<file path="config.mk">
export PLATFORM = sky130hd
export DESIGN_NAME = itof_converter_pipe_flat
export DESIGN_NICKNAME = d
export VERILOG_FILES = /design/src/rtl/itof_converter_pipe_if.sv /design/src/rtl/itof_converter_pipe.sv /design/src/flat_wrapper.sv
export SDC_FILE = /design/constraint.sdc
export NUM_CORES = 1
export LEC_CHECK = 0
export CAP_MARGIN = 25
export CORE_ASPECT_RATIO = 1.4
export CORE_MARGIN = 1
export CORE_UTILIZATION = 50
export DETAILED_ROUTE_END_ITERATION = 16
export PLACE_DENSITY = 0.7
export SYNTH_ARGS = -nofsm -noshare
export SYNTH_HDL_FRONTEND = slang
export SYNTH_SLANG_ARGS = --single-unit
</file>
<file path="constraint.sdc">
create_clock -name clk -period 28.2 [get_ports clk]
set_input_delay 4.23 -clock clk [delete_from_list [all_inputs] [get_ports clk]]
set_output_delay 4.23 -clock clk [all_outputs]
set_load 0.01 [all_outputs]
</file>
<file path="src/rtl/itof_converter_pipe_if.sv">
// Valid/ready bus of the pipelined integer-to-float converter.
// The master side offers operations and takes results; the slave side is the converter.
interface itof_converter_pipe_if #(
  parameter int INT_WIDTH = 32,
  parameter int EXP_WIDTH = 8,
  parameter int MAN_WIDTH = 23
);
  logic                           valid_in;
  logic                           ready_out;
  logic                           valid_out;
  logic                           ready_in;
  logic [4:0]                     op;
  logic [2:0]                     rm;
  logic [INT_WIDTH-1:0]           int_in;
  logic [EXP_WIDTH+MAN_WIDTH:0]   float_out;
  logic                           NX;

  modport master (
    output valid_in, op, rm, int_in, ready_in,
    input  ready_out, valid_out, float_out, NX
  );

  modport slave (
    input  valid_in, op, rm, int_in, ready_in,
    output ready_out, valid_out, float_out, NX
  );
endinterface

</file>
<file path="src/rtl/itof_converter_pipe.sv">
// Two-stage elastic integer-to-float converter (signed/unsigned, five RISC-V rounding modes).
// Optional synchronous pipeline flush port is enabled by defining ITOF_FLUSH_EN.
module itof_converter_pipe #(
  parameter int INT_WIDTH = 32,
  parameter int EXP_WIDTH = 8,
  parameter int MAN_WIDTH = 23
) (
  input  logic clk,
  input  logic reset,
`ifdef ITOF_FLUSH_EN
  input  logic flush,
`endif
  itof_converter_pipe_if.slave bus
);

  localparam logic [4:0] FPU_OP_CVTIF = 5'h0C;
  localparam logic [4:0] FPU_OP_CVTUF = 5'h0D;

  localparam int LZW       = $clog2(INT_WIDTH + 1);
  localparam int EXT_WIDTH = INT_WIDTH - 1 + MAN_WIDTH + 2;
  localparam int BIAS      = (1 << (EXP_WIDTH - 1)) - 1;
  localparam logic [EXP_WIDTH-1:0] EXP_TOP = EXP_WIDTH'(BIAS + INT_WIDTH - 1);

  typedef enum logic [2:0] {
    RM_RNE = 3'b000,
    RM_RTZ = 3'b001,
    RM_RDN = 3'b010,
    RM_RUP = 3'b011,
    RM_RMM = 3'b100
  } rm_e;

  logic                 flush_req;
  logic                 op_ok;
  logic                 s2_adv;
  logic                 accept;

  logic                 in_sgn;
  logic [INT_WIDTH-1:0] in_mag;
  rm_e                  in_rm;

  logic                 s1_valid;
  logic                 s1_sgn;
  logic [INT_WIDTH-1:0] s1_mag;
  rm_e                  s1_rm;

  logic [LZW-1:0]                 lz;
  logic [INT_WIDTH-2:0]           norm_frac;
  logic [EXT_WIDTH-1:0]           ext;
  logic [MAN_WIDTH-1:0]           mant;
  logic                           rbit;
  logic                           sticky;
  logic                           inc;
  logic [MAN_WIDTH:0]             man_sum;
  logic [EXP_WIDTH-1:0]           exp_val;
  logic [EXP_WIDTH+MAN_WIDTH:0]   res_f;
  logic                           res_nx;

`ifdef ITOF_FLUSH_EN
  assign flush_req = flush;
`else
  assign flush_req = 1'b0;
`endif

  function automatic logic [LZW-1:0] count_lz(input logic [INT_WIDTH-1:0] v);
    logic [LZW-1:0] n;
    logic           found;
    n     = '0;
    found = 1'b0;
    for (int i = INT_WIDTH - 1; i >= 0; i--) begin
      if (!found) begin
        if (v[i]) found = 1'b1;
        else      n = n + LZW'(1);
      end
    end
    return n;
  endfunction

  assign op_ok         = (bus.op == FPU_OP_CVTIF) || (bus.op == FPU_OP_CVTUF);
  assign s2_adv        = !bus.valid_out || bus.ready_in;
  assign bus.ready_out = (!s1_valid || s2_adv) && op_ok && !flush_req;
  assign accept        = bus.valid_in && bus.ready_out;

  // The most negative signed operand negates to itself, which is exactly its magnitude as unsigned.
  always_comb begin
    in_sgn = bus.int_in[INT_WIDTH-1] && (bus.op == FPU_OP_CVTIF);
    in_mag = in_sgn ? -bus.int_in : bus.int_in;
    in_rm  = (bus.rm > 3'd4) ? RM_RNE : rm_e'(bus.rm);
  end

  always_ff @(posedge clk or posedge reset) begin
    if (reset) begin
      s1_valid <= 1'b0;
      s1_sgn   <= 1'b0;
      s1_mag   <= '0;
      s1_rm    <= RM_RNE;
    end else if (flush_req) begin
      s1_valid <= 1'b0;
    end else if (accept) begin
      s1_valid <= 1'b1;
      s1_sgn   <= in_sgn;
      s1_mag   <= in_mag;
      s1_rm    <= in_rm;
    end else if (s2_adv) begin
      s1_valid <= 1'b0;
    end
  end

  // The leading one is implicit, so only the bits below it are normalised; zero padding on the
  // right makes narrow integers into wide mantissas fall out with no round or sticky bits.
  always_comb begin
    lz        = count_lz(s1_mag);
    norm_frac = s1_mag[INT_WIDTH-2:0] << lz;
    ext       = {norm_frac, {(MAN_WIDTH + 2){1'b0}}};
    mant      = ext[EXT_WIDTH-1 -: MAN_WIDTH];
    rbit      = ext[EXT_WIDTH-1-MAN_WIDTH];
    sticky    = |ext[EXT_WIDTH-2-MAN_WIDTH:0];

    case (s1_rm)
      RM_RTZ:  inc = 1'b0;
      RM_RDN:  inc = s1_sgn && (rbit || sticky);
      RM_RUP:  inc = !s1_sgn && (rbit || sticky);
      RM_RMM:  inc = rbit;
      default: inc = rbit && (sticky || mant[0]);
    endcase

    man_sum = {1'b0, mant} + {{MAN_WIDTH{1'b0}}, inc};
    exp_val = EXP_TOP - EXP_WIDTH'(lz) + {{(EXP_WIDTH - 1){1'b0}}, man_sum[MAN_WIDTH]};

    if (s1_mag == '0) begin
      res_f  = '0;
      res_nx = 1'b0;
    end else begin
      res_f  = {s1_sgn, exp_val, man_sum[MAN_WIDTH-1:0]};
      res_nx = rbit || sticky;
    end
  end

  always_ff @(posedge clk or posedge reset) begin
    if (reset) begin
      bus.valid_out <= 1'b0;
      bus.float_out <= '0;
      bus.NX        <= 1'b0;
    end else if (flush_req) begin
      bus.valid_out <= 1'b0;
    end else if (s2_adv) begin
      bus.valid_out <= s1_valid;
      if (s1_valid) begin
        bus.float_out <= res_f;
        bus.NX        <= res_nx;
      end
    end
  end

endmodule

</file>
<file path="src/flat_wrapper.sv">
// flat-port wrapper written by rule: the top's interface ports become plain ports
module itof_converter_pipe_flat 
#(
  parameter int INT_WIDTH = 32,
  parameter int EXP_WIDTH = 8,
  parameter int MAN_WIDTH = 23
)
  (clk, reset, bus_valid_in, bus_op, bus_rm, bus_int_in, bus_ready_in, bus_ready_out, bus_valid_out, bus_float_out, bus_NX);
  itof_converter_pipe_if #(.INT_WIDTH(INT_WIDTH), .EXP_WIDTH(EXP_WIDTH), .MAN_WIDTH(MAN_WIDTH)) bus_i ();
  input  logic clk;
  input  logic reset;
  input wire logic [$bits(bus_i.valid_in)-1:0] bus_valid_in;
  input wire logic [$bits(bus_i.op)-1:0] bus_op;
  input wire logic [$bits(bus_i.rm)-1:0] bus_rm;
  input wire logic [$bits(bus_i.int_in)-1:0] bus_int_in;
  input wire logic [$bits(bus_i.ready_in)-1:0] bus_ready_in;
  output wire logic [$bits(bus_i.ready_out)-1:0] bus_ready_out;
  output wire logic [$bits(bus_i.valid_out)-1:0] bus_valid_out;
  output wire logic [$bits(bus_i.float_out)-1:0] bus_float_out;
  output wire logic [$bits(bus_i.NX)-1:0] bus_NX;
  assign bus_i.valid_in = bus_valid_in;
  assign bus_i.op = bus_op;
  assign bus_i.rm = bus_rm;
  assign bus_i.int_in = bus_int_in;
  assign bus_i.ready_in = bus_ready_in;
  assign bus_ready_out = bus_i.ready_out;
  assign bus_valid_out = bus_i.valid_out;
  assign bus_float_out = bus_i.float_out;
  assign bus_NX = bus_i.NX;
  itof_converter_pipe #(.INT_WIDTH(INT_WIDTH), .EXP_WIDTH(EXP_WIDTH), .MAN_WIDTH(MAN_WIDTH)) u_core (.clk(clk), .reset(reset), .bus(bus_i));
endmodule
</file>
---- Yosys cells after proc, flatten, opt, wreduce, memory -nomap -nowiden ----
Index checks and enable logic that the tools add are counted.
cells by class
  add/sub/neg operators ................... 35
  order comparisons ....................... 1
  equal/unequal tests ..................... 6
  shift-type cells ........................ 1
  mux-type cells .......................... 131
  reduce and logical (&&, ||, !) cells .... 18
operators by type and width
  kind                   number
  $mux W6                62
  $add A6 B1 Y6 const B  30
  $mux W1                65
  $mux W32               2
  $logic_not A32 Y1      1
  $neg A32 Y32           1
  $shl A31 B6 Y31        1
  $add A23 B1 Y24        1
  $eq A5 B4 Y1 const B   2
  $add A8 B1 Y8          1
  $sub A8 B6 Y8 const A  1
  $reduce_or A7 Y1       1
  $eq A3 B2 Y1 const B   2
  $logic_and A1 B1 Y1    6
  $logic_or A1 B1 Y1     5
  $pmux W1 S4            1
  $eq A3 B1 Y1 const B   1
  $eq A3 B3 Y1 const B   1
  $gt A3 B3 Y1 const B   1
  $logic_not A1 Y1       3
  $mux W3                1
  $add A1 B1 Y2 const B  1
  $reduce_and A2 Y1      1
  $reduce_bool A2 Y1     1
word-level totals
  register bits ........................... 71
  input port bits ......................... 44
  output and inout bits ................... 35

---- Depth between registers and ports, before layout ----
Gate-level depths: netlist of the first run.
  depth in word-level cells ............... 102
  gate-level depth with buffers ........... 124
  mapped depth without buffers ............ 119

---- Worst setup path after synthesis of the first run ----
OpenSTA, ideal clock, no wires.
  path type ............................... register -> register
  start point ............................. reg u_core.s1_mag[30]
  end point ............................... reg u_core.bus.float_out[29]
  setup time .............................. 118 ps
  arrival time ............................ 21565 ps
  setup slack ............................. 6517 ps
  cell stages (with the launch flop) ...... 120
  path buffers ............................ 5
  cell sequence ........................... dfrtp_1 > buf_4 > nor2_2 > ha_1 > o31a_1 > ha_1 > nor2b_1 > a2111oi_0 > nor3_1 > ha_1 > nand2_1 > nand2_1 > ha_1 > nand2b_1 > a31oi_1 > ha_1 > nand2_1 > nand2_1 > [84 not listed] > nor2_1 > nor3b_1 > nor3_1 > a211oi_1 > nor3_1 > ha_1 > nand4_1 > nor2b_1 > inv_1 > a2111o_1 > nand3b_4 > or2_2 > nand3b_1 > ha_1 > nand3_1 > nand2b_1 > a211oi_1 > a21o_1
between the ends
  longest elaborated chain between the ends .. 100
  elaborated cells on any way between the ends .. 136
  classes of those cells .................. 33 x add/sub; 1 x shift; 95 x mux; 7 x reduce/logical
RTL lines
  item                                           line                                                                                source
  from (decl)                                    itof_converter_pipe.sv:43                                                           logic [INT_WIDTH-1:0] s1_mag;
  from (signal assigned)                         itof_converter_pipe.sv:101                                                          s1_mag <= in_mag;
  $mux W6                                        itof_converter_pipe.sv:71                                                           if (v[i]) found = 1'b1;
  $mux W6                                        itof_converter_pipe.sv:70                                                           if (!found) begin
  $add A6 B1 Y6                                  itof_converter_pipe.sv:72                                                           else n = n + LZW'(1);
  $mux W6                                        itof_converter_pipe.sv:71
  $mux W6                                        itof_converter_pipe.sv:70
  $add A6 B1 Y6                                  itof_converter_pipe.sv:72
  $mux W6                                        itof_converter_pipe.sv:71
  $mux W6                                        itof_converter_pipe.sv:70
  [84 not listed]                                --
  $shl A31 B6 Y31                                itof_converter_pipe.sv:112                                                          norm_frac = s1_mag[INT_WIDTH-2:0] << lz;
  $reduce_or A7 Y1                               itof_converter_pipe.sv:116                                                          sticky = |ext[EXT_WIDTH-2-MAN_WIDTH:0];
  $logic_or A1 B1 Y1, on equally long branches   itof_converter_pipe.sv:123, itof_converter_pipe.sv:120, itof_converter_pipe.sv:121
  $logic_and A1 B1 Y1, on equally long branches  itof_converter_pipe.sv:123, itof_converter_pipe.sv:120, itof_converter_pipe.sv:121
  $pmux W1 S4                                    itof_converter_pipe.sv:118                                                          case (s1_rm)
  $add A23 B1 Y24                                itof_converter_pipe.sv:126                                                          man_sum = {1'b0, mant} + {{MAN_WIDTH{1'b0}}, inc};
  $add A8 B1 Y8                                  itof_converter_pipe.sv:127                                                          exp_val = EXP_TOP - EXP_WIDTH'(lz) + {{(EXP_WIDTH - 1){1'b0}}, man_sum[MAN_WIDTH]};
  $mux W32 (*)                                   itof_converter_pipe.sv:129                                                          if (s1_mag == '0) begin
  to (signal assigned)                           itof_converter_pipe.sv:148                                                          bus.float_out <= res_f;
  to (decl)                                      itof_converter_pipe_if.sv:25                                                        output ready_out, valid_out, float_out, NX
Mark *: on every way between the ends. The rest lies on a longest branch, timed or not.
A chain may end at the register's enable or synchronous reset.

---- Worst setup path after layout of the first run ----
Ends and elaborated chain as after synthesis.

==> results of run 1 <==
[registers in the layout, summed over array words and instances (netlist names)]
name                  count
u_core.s1_sgn             1
u_core.s1_valid           1
u_core.bus.NX             1
u_core.s1_mag            32
u_core.bus.valid_out      1
u_core.s1_rm              3
u_core.bus.float_out     32
[report_power, final]
part / switching, W / leakage (nW) / internal, W
sequential: 0.0000444 / 0.917 / 0.000129
combinational: 0.000537 / 3.47 / 0.000364
clock: 0.0000560 / 0.147 / 0.0000626
[layer usage]
layer,up-vias,track usage [%],routed length (um)
met1,4801,34.9,12800
met4,0,14.0,1280
li1,5112,-,-
met2,289,52.6,15400
met5,-,0,0
met3,83,3.13,989
[cells by family (layout without fill, tap and decap cells)]
group,count (synthesis),after routing,share of synthesized area (%)
AOI/OAI and AO/OA,366,366,22.3
xor gates and xnor gates,142,142,15.1
adders and majority gates,35,35,4.20
buffers and inverters,107,138,4.33
DFF,71,71,17.2
muxes,59,59,6.03
and+or+nand+nor,629,629,30.9
[layout make-up]
class / count / area [sq um] / area share (%)
Clock inverter: 7 / 68.8 / 0.596
Inverter: 33 / 124 / 1.07
Timing Repair Buffer: 89 / 883 / 7.64
Sequential cell: 71 / 1780 / 15.4
Multi-Input combinational cell: 1231 / 8160 / 70.6
Clock buffer: 9 / 225 / 1.95
Tap cell: 252 / 315 / 2.73
[metrics by stage]
step,hold WS (ps),setup slack [ps],power (W),utilization (%)
after global placement,462,5010,0.00105,56.0
after detailed placement,466,4430,0.00106,56.1
after floorplan,472,6520,0.000837,-
after global routing,500,1910,0.00130,57.6
after CTS,480,4320,0.00119,57.6
final,472,4150,0.00119,57.6
[worst max-delay path: cells and delay by family (launching register included)]
kind / cells / cell delay (ps)
buffers and inverters: 5 / 570
multiplexers: 7 / 1220
AND/OR/NAND/NOR: 44 / 6260
flip-flops: 1 / 610
adder cells (fa/ha/maj): 30 / 9620
AO/OA/AOI/OAI: 30 / 5560
[final timing paths]
check / slack [ps] / end / cells after the start / from
worst max register to register: 4150 / u_core.bus.float_out[29]$_DFFE_PP0P_ / 116 / u_core.s1_mag[30]$_DFFE_PP0P_
min in group asynchronous: 4450 / u_core.bus.float_out[15]$_DFFE_PP0P_ / 3 / reset
worst min register to register: 470 / u_core.bus.float_out[2]$_DFFE_PP0P_ / 2 / u_core.bus.float_out[2]$_DFFE_PP0P_
worst max-delay path: 4150 / u_core.bus.float_out[29]$_DFFE_PP0P_ / 116 / u_core.s1_mag[30]$_DFFE_PP0P_
worst min-delay path: 470 / u_core.bus.float_out[2]$_DFFE_PP0P_ / 2 / u_core.bus.float_out[2]$_DFFE_PP0P_
max in group asynchronous: 23130 / u_core.s1_mag[8]$_DFFE_PP0P_ / 3 / reset
[cells in the final DEF (no fill, tap or decap), types with 20 or more instances in the layout]
cell type / instances
a21oi_1: 85
and3_1: 20
clkdlybuf4s50_1: 78
dfrtp_1: 71
ha_1: 34
inv_1: 32
mux2i_1: 49
nand2_1: 214
nand2b_1: 21
nand3_1: 50
nor2_1: 137
nor2b_1: 22
nor3_1: 34
o21ai_0: 117
xnor2_1: 74
xor2_1: 38
==> impl_metrics.toml, run 1 <==
[drt]
first_pass_iters = 5
drt-wirelength-per-cell_um = 18.0
final_antenna_net_count = 0
wl_um = 30500
viasPerCell = 6.08
drt_iter0_drc = 637
drc = 0
vias = 10300

[synthesis]
ys_seq_area_share_pct = 17.2
yosysWarningCount = 0
synth_seq_cells = 71
syn_area_sq_mm = 0.0104
synth.area.top_cells = "dfrtp_1 (17%), nand2_1 (7.8%), xnor2_1 (6.3%)"
synth_commonest_cells = "nand2_1 (216), nor2_1 (137), o21ai_0 (117)"
yosysTopAreaCell = "dfrtp_1"
synthArstFlopShare_pct = 100
synthMostInstantiatedCell = "nand2_1"
synth-edff-count = 0
synth_nets = 1487
yosys_most_used_dff = "dfrtp_1"
syn_inst = 1409
synthDistinctLibCells = 101
synth_top_area_share_pct = 17.2
avgSynthCellArea_sq_um = 7.35

[sta]
hold_violations = 0
slew_headroom_pct = 38.2
fin_skew_ps = 15.9
setup_violations = 0
fin_crit_sh_pct = 85.3
fmax_mhz = 41.6
worst_slew_pin_slew_ps = 927
period_needed_ps = 24050
timing.setup.tns_ps = 0
drv_slew = 0
rsz0062_at_grt = "no"

[grt]
gr-total-overflow = 0
grt_use_total_pct = 29.6
grt_max_degree = 72
grt_pass1_vias = 9791
antenna_found_initial = 0
grt_pass1_wl_um = 49500

[clock_tree]
hold_buffers = 0
clock_tree.buffer_depth = 2
h-tree-depth = 3
post-cts-setup-buffer-count = 0
root_buffer = "clkbuf_16"
clk_latency_ps = 360
cts_tree = "yes"
cts_sinks = 71
cts_resized = 0
numCtsBuffers = 9
clk_pin_slew_ps = 70

[place]
dp_hpwl_um = 24000
dpl_cell_area_sq_mm = 0.0113
port_buffers = 78
globalplace.congestion = 0.948
placed_cells = 1676

[run_status]
status = "finished, final reports clean"

[floorplan]
rows = 61
dieArea_sq_mm = 0.0213
initial_core_util_pct = 51.6
core-area_sq_mm = 0.0201
fp.dieH_um = 172
ios = 79
die_x_um = 124

[power_and_ir_drop]
p_per_area_mw_per_mm2 = 103
ir_drop_uv = 53.1
leakagePower_nw = 4.53

[worst_setup_path]
crit_slowest_cell = "o21a_1"
cpMostUsedCell = "ha_1"
crit_path_end_kind = "flip-flop"
path_class = "flip-flop to flip-flop"
cp-start-kind = "flip-flop"
critPathMaxFanout = 22
crit_required_ps = 28450
worstPathArrival_ps = 24300
crit_path_max_incr_delay_ps = 710

[finish]
nNetsFinal = 1513
area.growth.synth_to_final_pct = 11.6
antennaDiodeCount = 0
instances_no_fill = 1692
drive_above_1_share_pct = 7.15
fill_cells = 1890
stdcell_area_sq_mm = 0.0116

[job]
maxCapViolations = 0

[min_path]
hp-class = "flip-flop to flip-flop"
(Power assumes the default switching activity.)
==> run 2, diff against run 1 <==
- PLACE_DENSITY: 0.7 -> 0.76
==> run 2 against run 1 <==
Effect of this change: clock-buffer cell count unchanged; combinational power down 0.4%; register-to-register slack better by 50 ps.
==> impl_metrics.toml, run 2 (synthesis gave the netlist of run 1 again) <==
[run_status]
status = "finished, final reports clean"

[sta]
hold_violations = 0
setup_slack_ps = 4200
fmax_mhz = 41.7
worst_slew_pin_slew_ps = 842
period_needed_ps = 24000
fin_skew_ps = 11.2
timing.setup.tns_ps = 0
drv_slew = 0
fin_crit_sh_pct = 85.1
rsz0062_at_grt = "no"
setup_violations = 0
slew_headroom_pct = 43.1

[worst_setup_path]
cpMostUsedCell = "ha_1"
crit_required_ps = 28440
crit_path_end_kind = "flip-flop"
worstPathArrival_ps = 24240
critPathMaxFanout = 22
crit_slowest_cell = "o21a_1"
crit_path_max_incr_delay_ps = 700
path_class = "flip-flop to flip-flop"
cp-start-kind = "flip-flop"

[grt]
grt_max_degree = 72
grt_use_total_pct = 29.6
grt_pass1_wl_um = 49800
gr-total-overflow = 0
grt_pass1_vias = 9937
antenna_found_initial = 0

[clock_tree]
cts_resized = 0
numCtsBuffers = 9
clock_tree.buffer_depth = 2
clk_latency_ps = 360
h-tree-depth = 3
hold_buffers = 0
clk_pin_slew_ps = 70
post-cts-setup-buffer-count = 0
root_buffer = "clkbuf_16"
cts_tree = "yes"
cts_sinks = 71

[drt]
vias = 10500
drt-wirelength-per-cell_um = 17.9
viasPerCell = 6.20
wl_um = 30400
dr_wl_met2_um = 15100
drt_iter0_drc = 688
wl_met1_um = 12000
topRoutingLayerUsed = "met4"
first_pass_iters = 7
drc = 0
dr_wl_met3_um = 1720
final_antenna_net_count = 0

[min_path]
hp-class = "flip-flop to flip-flop"

[finish]
nNetsFinal = 1514
area.growth.synth_to_final_pct = 11.9
utilization_pct = 57.7
layout_common_cells = "nand2_1 (214), nor2_1 (137), o21ai_0 (117), a21oi_1 (85), clkdlybuf4s50_1 (78)"
reg_top3 = "u_core.bus.float_out (32), u_core.s1_mag (32), u_core.s1_rm (3)"
instances_no_fill = 1693
antennaDiodeCount = 0
mostFrequentLayoutCell = "nand2_1"
multi_input_area_sq_mm = 0.00816
fill_cells = 1931
drive_above_1_share_pct = 7.22
stdcell_area_sq_mm = 0.0116
regArea_sq_mm = 0.00178

[power_and_ir_drop]
leakagePower_nw = 4.54
ir_drop_uv = 44.4
p_per_area_mw_per_mm2 = 103

[job]
maxCapViolations = 0

[place]
port_buffers = 78
dpl_cell_area_sq_mm = 0.0113
post-place-ws_ps = 4510
globalplace.congestion = 0.947
placed_cells = 1676
dp_hpwl_um = 23600

[floorplan]
rows = 61
dieArea_sq_mm = 0.0213
fp.dieH_um = 172
ios = 79
die_x_um = 124
core-area_sq_mm = 0.0201
initial_core_util_pct = 51.6
## run 2: final timing paths
| path | start | endpoint | slack, ps | cells after the start |
|---|---|---|---|---|
| setup / recovery | u_core.s1_mag[30]$_DFFE_PP0P_ | u_core.bus.float_out[29]$_DFFE_PP0P_ | 4200 | 116 |
| hold / removal | u_core.bus.float_out[28]$_DFFE_PP0P_ | u_core.bus.float_out[28]$_DFFE_PP0P_ | 470 | 2 |
| setup reg to reg | u_core.s1_mag[30]$_DFFE_PP0P_ | u_core.bus.float_out[29]$_DFFE_PP0P_ | 4200 | 116 |
| hold reg to reg | u_core.bus.float_out[28]$_DFFE_PP0P_ | u_core.bus.float_out[28]$_DFFE_PP0P_ | 470 | 2 |
| max in group asynchronous | reset | u_core.s1_mag[12]$_DFFE_PP0P_ | 23570 | 4 |
| min in group asynchronous | reset | u_core.bus.float_out[15]$_DFFE_PP0P_ | 4340 | 4 |
## run 2: cell type report
cell class                 instances  share of cell area [%]
clock buffer                       9                    1.94
clock inverter                     7                   0.680
inverter                          33                    1.07
multi-input combinational       1231                    70.5
sequential                        71                    15.3
tap                              252                    2.72
timing repair buffer              90                    7.80
## run 2: report_power, final
group          internal (W)  total (W)  leakage (nW)  switching [W]
clock             0.0000694   0.000121         0.150      0.0000512
combinational      0.000364   0.000898          3.48       0.000533
sequential         0.000129   0.000175         0.917      0.0000454
total              0.000563    0.00119          4.54       0.000630
## run 2: metal layers
metal	GRT usage, %	up-vias
li1	-	5116
met1	34.8	4866
met2	51.3	407
met3	3.73	104
met4	16.7	0
met5	0	-
## run 2: metrics by stage
stage                     total power (W)  hold WS (ps)
final                             0.00119           475
after global routing              0.00130           496
after CTS                         0.00118           483
after detailed placement          0.00106           468
after global placement            0.00104           460
after floorplan                  0.000837           472
## run 2: critical path: cells and delay by family (launching register included)
family | cells | cell delay [ps]
multiplexers | 7 | 1290
buffers and inverters | 5 | 600
AND/OR/NAND/NOR | 44 | 6200
adder cells (fa/ha/maj) | 30 | 9620
AO/OA/AOI/OAI | 30 | 5530
flip-flops | 1 | 620
